File: config.mk
export PLATFORM = sky130hd
export DESIGN_NAME = finv
export DESIGN_NICKNAME = d
export VERILOG_FILES = /design/src/rtl/fpu_pkg.sv /design/src/rtl/finv_seed_rom.sv /design/src/rtl/finv.sv
export SDC_FILE = /design/constraint.sdc
export NUM_CORES = 2
export LEC_CHECK = 0
export ABC_CLOCK_PERIOD_IN_PS = 8600
export BUFFER_PORTS_ARGS = -buffer_cell sky130_fd_sc_hd__buf_2
export CAP_MARGIN = 0
export CELL_PAD_IN_SITES_DETAIL_PLACEMENT = 0
export CELL_PAD_IN_SITES_GLOBAL_PLACEMENT = 1
export CORE_MARGIN = 2
export CORE_UTILIZATION = 46
export CTS_CLUSTER_DIAMETER = 200
export DETAILED_ROUTE_END_ITERATION = 10
export PLACE_DENSITY = 0.87
export SKIP_LAST_GASP = 1
export SLEW_MARGIN = 20
export SYNTH_ARGS = -nofsm -noshare
export SYNTH_HDL_FRONTEND = slang
export SYNTH_HIERARCHICAL = 1
export SYNTH_SLANG_ARGS = --single-unit
export TNS_END_PERCENT = 30
File: constraint.sdc
create_clock -name clk -period 8.6 [get_ports clk]
set_clock_uncertainty 0.1 [all_clocks]
set_input_delay 1.72 -clock clk [delete_from_list [all_inputs] [get_ports clk]]
set_output_delay 1.72 -clock clk [all_outputs]
set_load 0.03 [all_outputs]
File: src/rtl/fpu_pkg.sv
// ============================================================================
//  Module   : fpu_pkg
//  Brief    : Shared float field widths, constants, finv state encoding and
//             the reciprocal seed-table generator.
//  Revision : 1.0 - initial release
// ============================================================================
`default_nettype none

package fpu_pkg;

  localparam int         SIGN_W   = 1;
  localparam int         EXP_W    = 8;
  localparam int         MANT_W   = 23;
  localparam int         EXP_BIAS = 127;
  localparam logic [7:0] EXP_MAX  = 8'hFF;

  typedef enum logic [2:0] {
    ST_IDLE = 3'd0,
    ST_SEED = 3'd1,
    ST_IT_A = 3'd2,
    ST_IT_B = 3'd3,
    ST_NORM = 3'd4,
    ST_DONE = 3'd5
  } finv_state_t;

  // round(2^(seed_w-1) / (1 + (idx+0.5)/256)) evaluated in integers
  function automatic int unsigned seed_entry(input int unsigned idx,
                                             input int unsigned seed_w);
    longint unsigned num;
    longint unsigned den;
    den = 64'd512 + 64'(2 * idx) + 64'd1;
    num = (64'd1 << seed_w) * 64'd512;
    return int'((num + den) / (64'd2 * den));
  endfunction

endpackage

`default_nettype wire

File: src/rtl/finv_seed_rom.sv
// ============================================================================
//  Module   : finv_seed_rom
//  Brief    : 256-entry reciprocal seed table, Q1.(SEED_W-1), indexed by the
//             top eight mantissa bits.
//  Revision : 1.0 - initial release
// ============================================================================
`default_nettype none

module finv_seed_rom #(
  parameter int SEED_W = 12
) (
  input  logic [7:0]        i_idx,
  output logic [SEED_W-1:0] o_seed
);
  import fpu_pkg::*;

  logic [SEED_W-1:0] w_rom [256];

  for (genvar gi = 0; gi < 256; gi++) begin : g_rom
    assign w_rom[gi] = SEED_W'(seed_entry(gi, SEED_W));
  end

  assign o_seed = w_rom[i_idx];

endmodule

`default_nettype wire

File: src/rtl/finv.sv
// ============================================================================
//  Module   : finv
//  Brief    : Iterative Newton-Raphson single-precision reciprocal with one
//             shared multiplier. Optional macro FINV_EARLY_OUT_EN skips the
//             iterations for m==0, zero and inf/NaN operands.
//  Revision : 1.0 - initial release
// ============================================================================
`default_nettype none

module finv #(
  parameter int NR_ITER = 2,   // legal range 1..3
  parameter int SEED_W  = 12
) (
  input  logic        clk,
  input  logic        rstn,
  input  logic [31:0] x,
  input  logic        ready,
  output logic [31:0] y,
  output logic        valid
);
  import fpu_pkg::*;

  // Internal fixed point is Q2.30: bit 30 weighs 1.0
  localparam int FW = 30;
  localparam int YW = 32;

  finv_state_t r_state;
  finv_state_t w_state_nxt;

  logic [SIGN_W-1:0] r_sign;
  logic [EXP_W-1:0]  r_exp;
  logic [MANT_W-1:0] r_mant;
  logic [YW-1:0]     r_yi;
  logic [YW-1:0]     r_t;
  logic [1:0]        r_iter;
  logic [31:0]       r_y;

  logic [SEED_W-1:0] w_seed;
  logic [YW-1:0]     w_d;
  logic [YW-1:0]     w_mul_a;
  logic [YW-1:0]     w_mul_b;
  logic [2*YW-1:0]   w_prod;
  logic [YW-1:0]     w_prod_q;
  logic              w_early;
  logic [23:0]       w_rnd;
  logic              w_carry;
  logic [9:0]        w_exp_res;
  logic [22:0]       w_frac;
  logic [31:0]       w_result;

  finv_seed_rom #(
    .SEED_W (SEED_W)
  ) u_seed_rom (
    .i_idx  (r_mant[22:15]),
    .o_seed (w_seed)
  );

`ifdef FINV_EARLY_OUT_EN
  assign w_early = (r_mant == '0) || (r_exp == '0) || (r_exp == EXP_MAX);
`else
  assign w_early = 1'b0;
`endif

  assign w_d = {1'b0, 1'b1, r_mant, 7'd0};

  always_comb begin
    w_mul_a = w_d;
    w_mul_b = r_yi;
    if (r_state == ST_IT_B) begin
      w_mul_a = r_yi;
      w_mul_b = 32'h8000_0000 - r_t;
    end
  end

  assign w_prod   = w_mul_a * w_mul_b;
  assign w_prod_q = YW'(w_prod >> FW);

  // Doubling y brings it into [1,2); round at bit 5 of the Q2.30 value
  assign w_rnd   = {1'b0, r_yi[28:6]} + 24'(r_yi[5]);
  assign w_carry = w_rnd[23];

  always_comb begin
    w_exp_res = 10'(2 * EXP_BIAS - 1) - {2'b00, r_exp};
    w_frac    = '0;
    if (r_mant == '0) begin
      w_exp_res = 10'(2 * EXP_BIAS) - {2'b00, r_exp};
    end else if (r_yi[29]) begin
      w_exp_res = w_exp_res + {9'd0, w_carry};
      w_frac    = w_carry ? 23'd0 : w_rnd[22:0];
    end
    // y at or below 0.5 only happens for d just under 2: result rounds to 1.0

    if (r_exp == '0) begin
      w_result = {r_sign, EXP_MAX, 23'd0};
    end else if (r_exp == EXP_MAX) begin
      w_result = {r_sign, 31'd0};
    end else if (w_exp_res[9] || (w_exp_res == '0)) begin
      w_result = {r_sign, 31'd0};
    end else begin
      w_result = {r_sign, w_exp_res[7:0], w_frac};
    end
  end

  always_comb begin
    w_state_nxt = r_state;
    case (r_state)
      ST_IDLE: if (ready) w_state_nxt = ST_SEED;
      ST_SEED: w_state_nxt = w_early ? ST_NORM : ST_IT_A;
      ST_IT_A: w_state_nxt = ST_IT_B;
      ST_IT_B: w_state_nxt = (r_iter == 2'(NR_ITER - 1)) ? ST_NORM : ST_IT_A;
      ST_NORM: w_state_nxt = ST_DONE;
      ST_DONE: w_state_nxt = ST_IDLE;
      default: w_state_nxt = ST_IDLE;
    endcase
  end

  always_ff @(posedge clk) begin
    if (!rstn) begin
      r_state <= ST_IDLE;
      r_sign  <= '0;
      r_exp   <= '0;
      r_mant  <= '0;
      r_yi    <= '0;
      r_t     <= '0;
      r_iter  <= '0;
      r_y     <= '0;
    end else begin
      r_state <= w_state_nxt;
      case (r_state)
        ST_IDLE: begin
          if (ready) begin
            r_sign <= x[31];
            r_exp  <= x[30:23];
            r_mant <= x[22:0];
          end
        end
        ST_SEED: begin
          r_yi   <= YW'(w_seed) << (FW - SEED_W + 1);
          r_iter <= '0;
        end
        ST_IT_A: r_t <= w_prod_q;
        ST_IT_B: begin
          r_yi   <= w_prod_q;
          r_iter <= r_iter + 2'd1;
        end
        ST_NORM: r_y <= w_result;
        default: ;
      endcase
    end
  end

  assign y     = r_y;
  assign valid = (r_state == ST_DONE);

endmodule

`default_nettype wire

==> metrics <==
Post-synth top cells=inv_1 (934), fa_1 (894), nand2_1 (845), nor2_1 (490), ha_1 (271); DRT iter0 DRCs=between 3000 and 4000; Setup crit start kind=flop; Core Region=88600 sq um; DRC errors left=0; worst min-delay path category=flop to flop; CTS sink count=133; actual slew at the worst max-slew pin=1100 ps; GPL Wtd Cong=1.08; Total GRT Usage=0.351; FF/Latch Area=roughly 2700 sq um; initial antenna violation count=8; row cnt=109; Critical Path Max Stage Delay=590 ps; # placed instances=6602; CTS tree=done; critical-path maximum fanout=5; Bufs on Longest Clock Path=2; status=finished with violations; drt via density=5.63; Final min period=9490 ps; top_reg_cell synth=dfxtp_1; WHS=roughly 350 ps; crit path capture type=flop; TritonRoute pass-1 iters=6; Die Footprint=92200 sq um; Final Hold Vio Count=0; setup repair after global routing missed its margin=yes; violated checks=setup timing; Hold Path Sink=r_iter[1]; Buffers on Ports=67; fill count=8179; nets=6676; WHS Path Cells=2; Mapped Cells=4981; CTS Buf Count=17; initial core utilization=0.466; total number of vias=37500; Crit. Startpoint=r_t[10]; Max Clk Rate=105 MHz; synthesized area per cell=between 8 and 9 sq um; R2R Path End=r_yi[27]; first-pass GRT wire length=240 mm; worst r2r path cells=32; register area share after synthesis=0.0645; type of the worst setup path=flop to flop; worst hold start=r_iter[1]; share of cells above drive strength 1=0.177; # setup viols final=64; number of global-route vias before repair=38600; Synth Area in Adders=0.516; FF-to-FF Start=r_t[10]; largest net degree at the start of global routing=88; Max-slew headroom=0.269; total power=4510 uW; compound-gate portion of the synthesized area=0.0915; fin util=0.559; slowest CP cell=fa_2; WP data required=between 8000 and 9000 ps; WL final=161 mm; Netlist cell types=98; gr ovfl total=0; Post-CTS Hold Buffers=0; flops & latches, synth=133; die outline width=about 300 um; top cells by area, synth=fa_1 (43%), inv_1 (8.5%), ha_1 (8.2%), nand2_1 (7.7%), dfxtp_1 (6.4%); MaxCap Viol Count=0; post-DR wirelength/cell=24.1 um; Slew Limit Fails=0; die height=304 um; Cell Area, Synth=41300 sq um; clock-pin slew on the worst setup and hold paths=around 70 ps; final std cells w/o fill=6661; Post-Synth Simple-Gate Area=0.182; Static Leak=between 0.02 and 0.025 uW; Arr. time, crit path=9680 ps; top cell type by total area after synthesis=fa_1; EDFF count, synth=0; CP dominant cell by count=fa_1; maximum vdd drop=130 uV; final worst-path cycle share=1.10; PwrDens=91.0 nW/um^2; most common cell in the synthesized netlist=inv_1; flop-to-flop setup slack=-890 ps; I/O Pins=68; Final HPWL DP=135 mm; footprint of the multi-input gates=34700 sq um; Worst-Skew Late Latency=430 ps; Root Buffer=clkbuf_16; area grow syn2layout=20.0%; Final WS setup=-886 ps; FFs w/ async S/R, synth=0; mux share of post-synthesis cell area=0.00979; XOR/XNOR share of the synthesized area=0.0216; CTS H-tree lvls=4; Post-Syn Nets=6181; Synth Warn #=6; area share of the largest cell type after synthesis=0.433; Routed Antenna Nets=0; largest family of logic cells by synthesized area=adder cells
-- critical path, delay by kind of cell, from the launching register on --
| family | cells | cell delay, ps |
|---|---|---|
| buf+inv | 7 | 740 |
| simple gates | 9 | 2380 |
| fa+ha+maj | 9 | 4350 |
| flops | 1 | 320 |
| compound gates | 5 | 1170 |
| xor+xnor | 2 | 260 |
-- registers in the layout (all words and copies together), names as in the netlist --
| signal | cells |
|---|---|
| r_exp | 8 |
| r_iter | 2 |
| r_mant | 23 |
| r_sign | 1 |
| r_state | 3 |
| r_t | 32 |
| r_yi | 32 |
| y | 32 |
-- power breakdown --
| part | internal [uW] | total (uW) | switching [uW] |
|---|---|---|---|
| combinational | 1280 | 3070 | 1780 |
| clock | 414 | 743 | 330 |
| sequential | 648 | 696 | 48.0 |
| total | 2340 | 4510 | 2160 |
-- through the flow --
step	setup slack, ps	instance area (sq um)	setup TNS, ps
after floorplan	-302	41600	-2770
after global placement	-984	48300	-42360
after detailed placement	-1120	48300	-48010
after CTS	-678	49300	-30590
after global routing	-1210	49500	-54900
final	-886	49600	-35570
-- what timing repair did --
action	CTS	global route
setup endpoints to repair	64	64
setup buffers	17	5
resized for setup	78	28
pin swaps	28	9
-- layer usage --
metal / part of all wire / global-route usage / up-vias / wire length [um]
met5: 0.00012 / 0 / - / 20
met4: 0.077 / 0.222 / 2 / 12400
met3: 0.088 / 0.0606 / 482 / 14100
met2: 0.46 / 0.558 / 1886 / 73600
met1: 0.38 / 0.446 / 18900 / 60600
li1: - / - / 16300 / -
-- worst max path at each step --
| stage | to | slack (ps) | cells after the start |
|---|---|---|---|
| 3_5_place_dp | r_yi[27] | -1120 | 32 |
| 4_1_cts | r_yi[24] | -680 | 32 |
| 3_3_place_gp | r_yi[27] | -980 | 32 |
| 6_report | r_yi[27] | -890 | 32 |
| 5_1_grt | r_yi[27] | -1210 | 32 |
| 2_1_floorplan | r_yi[30] | -300 | 30 |
-- cell type report --
cell class / instances / area share
multi-input combinational: 3622 / 0.700
timing repair buffer: 763 / 0.133
inverter: 939 / 0.0711
sequential: 133 / 0.0539
tap: 1165 / 0.0294
clock buffer: 18 / 0.00886
clock inverter: 14 / 0.00283
antenna: 7 / 0.000353
-- kinds of logic (layout without fill, tap and decap cells) --
logic type / after synthesis / count (layout)
buffers and inverters: 1226 / 1734
and+or+nand+nor: 1738 / 1738
other: 2 / 9
xor gates and xnor gates: 101 / 101
muxes: 36 / 36
AOI/OAI and AO/OA: 580 / 580
adders and majority gates: 1165 / 1165
DFF: 133 / 133
-- cell usage in the layout, fill, tap and decap left out, types with 11 or more instances in the layout --
master	count
a31oi_1	15
fa_1	888
nand2b_1	20
buf_4	604
a21oi_1	168
xnor2_1	50
a211oi_1	15
clkbuf_16	17
and3_1	28
nor3_1	24
o211ai_1	12
a211o_1	12
mux2i_1	21
nor2_1	477
nor2b_1	23
inv_1	931
a21oi_2	11
o21a_1	17
buf_6	11
buf_12	81
o21ai_0	82
nand4_1	22
ha_1	261
o21ai_1	26
nor4_1	17
xor2_1	35
nand3_1	76
or2_2	11
dfxtp_1	127
o311ai_0	12
buf_2	67
nor2_2	13
and2_1	116
nand2_1	837
a22oi_1	17
a21o_1	57
xnor2_2	11
Power figures use the tool's default switching activity.
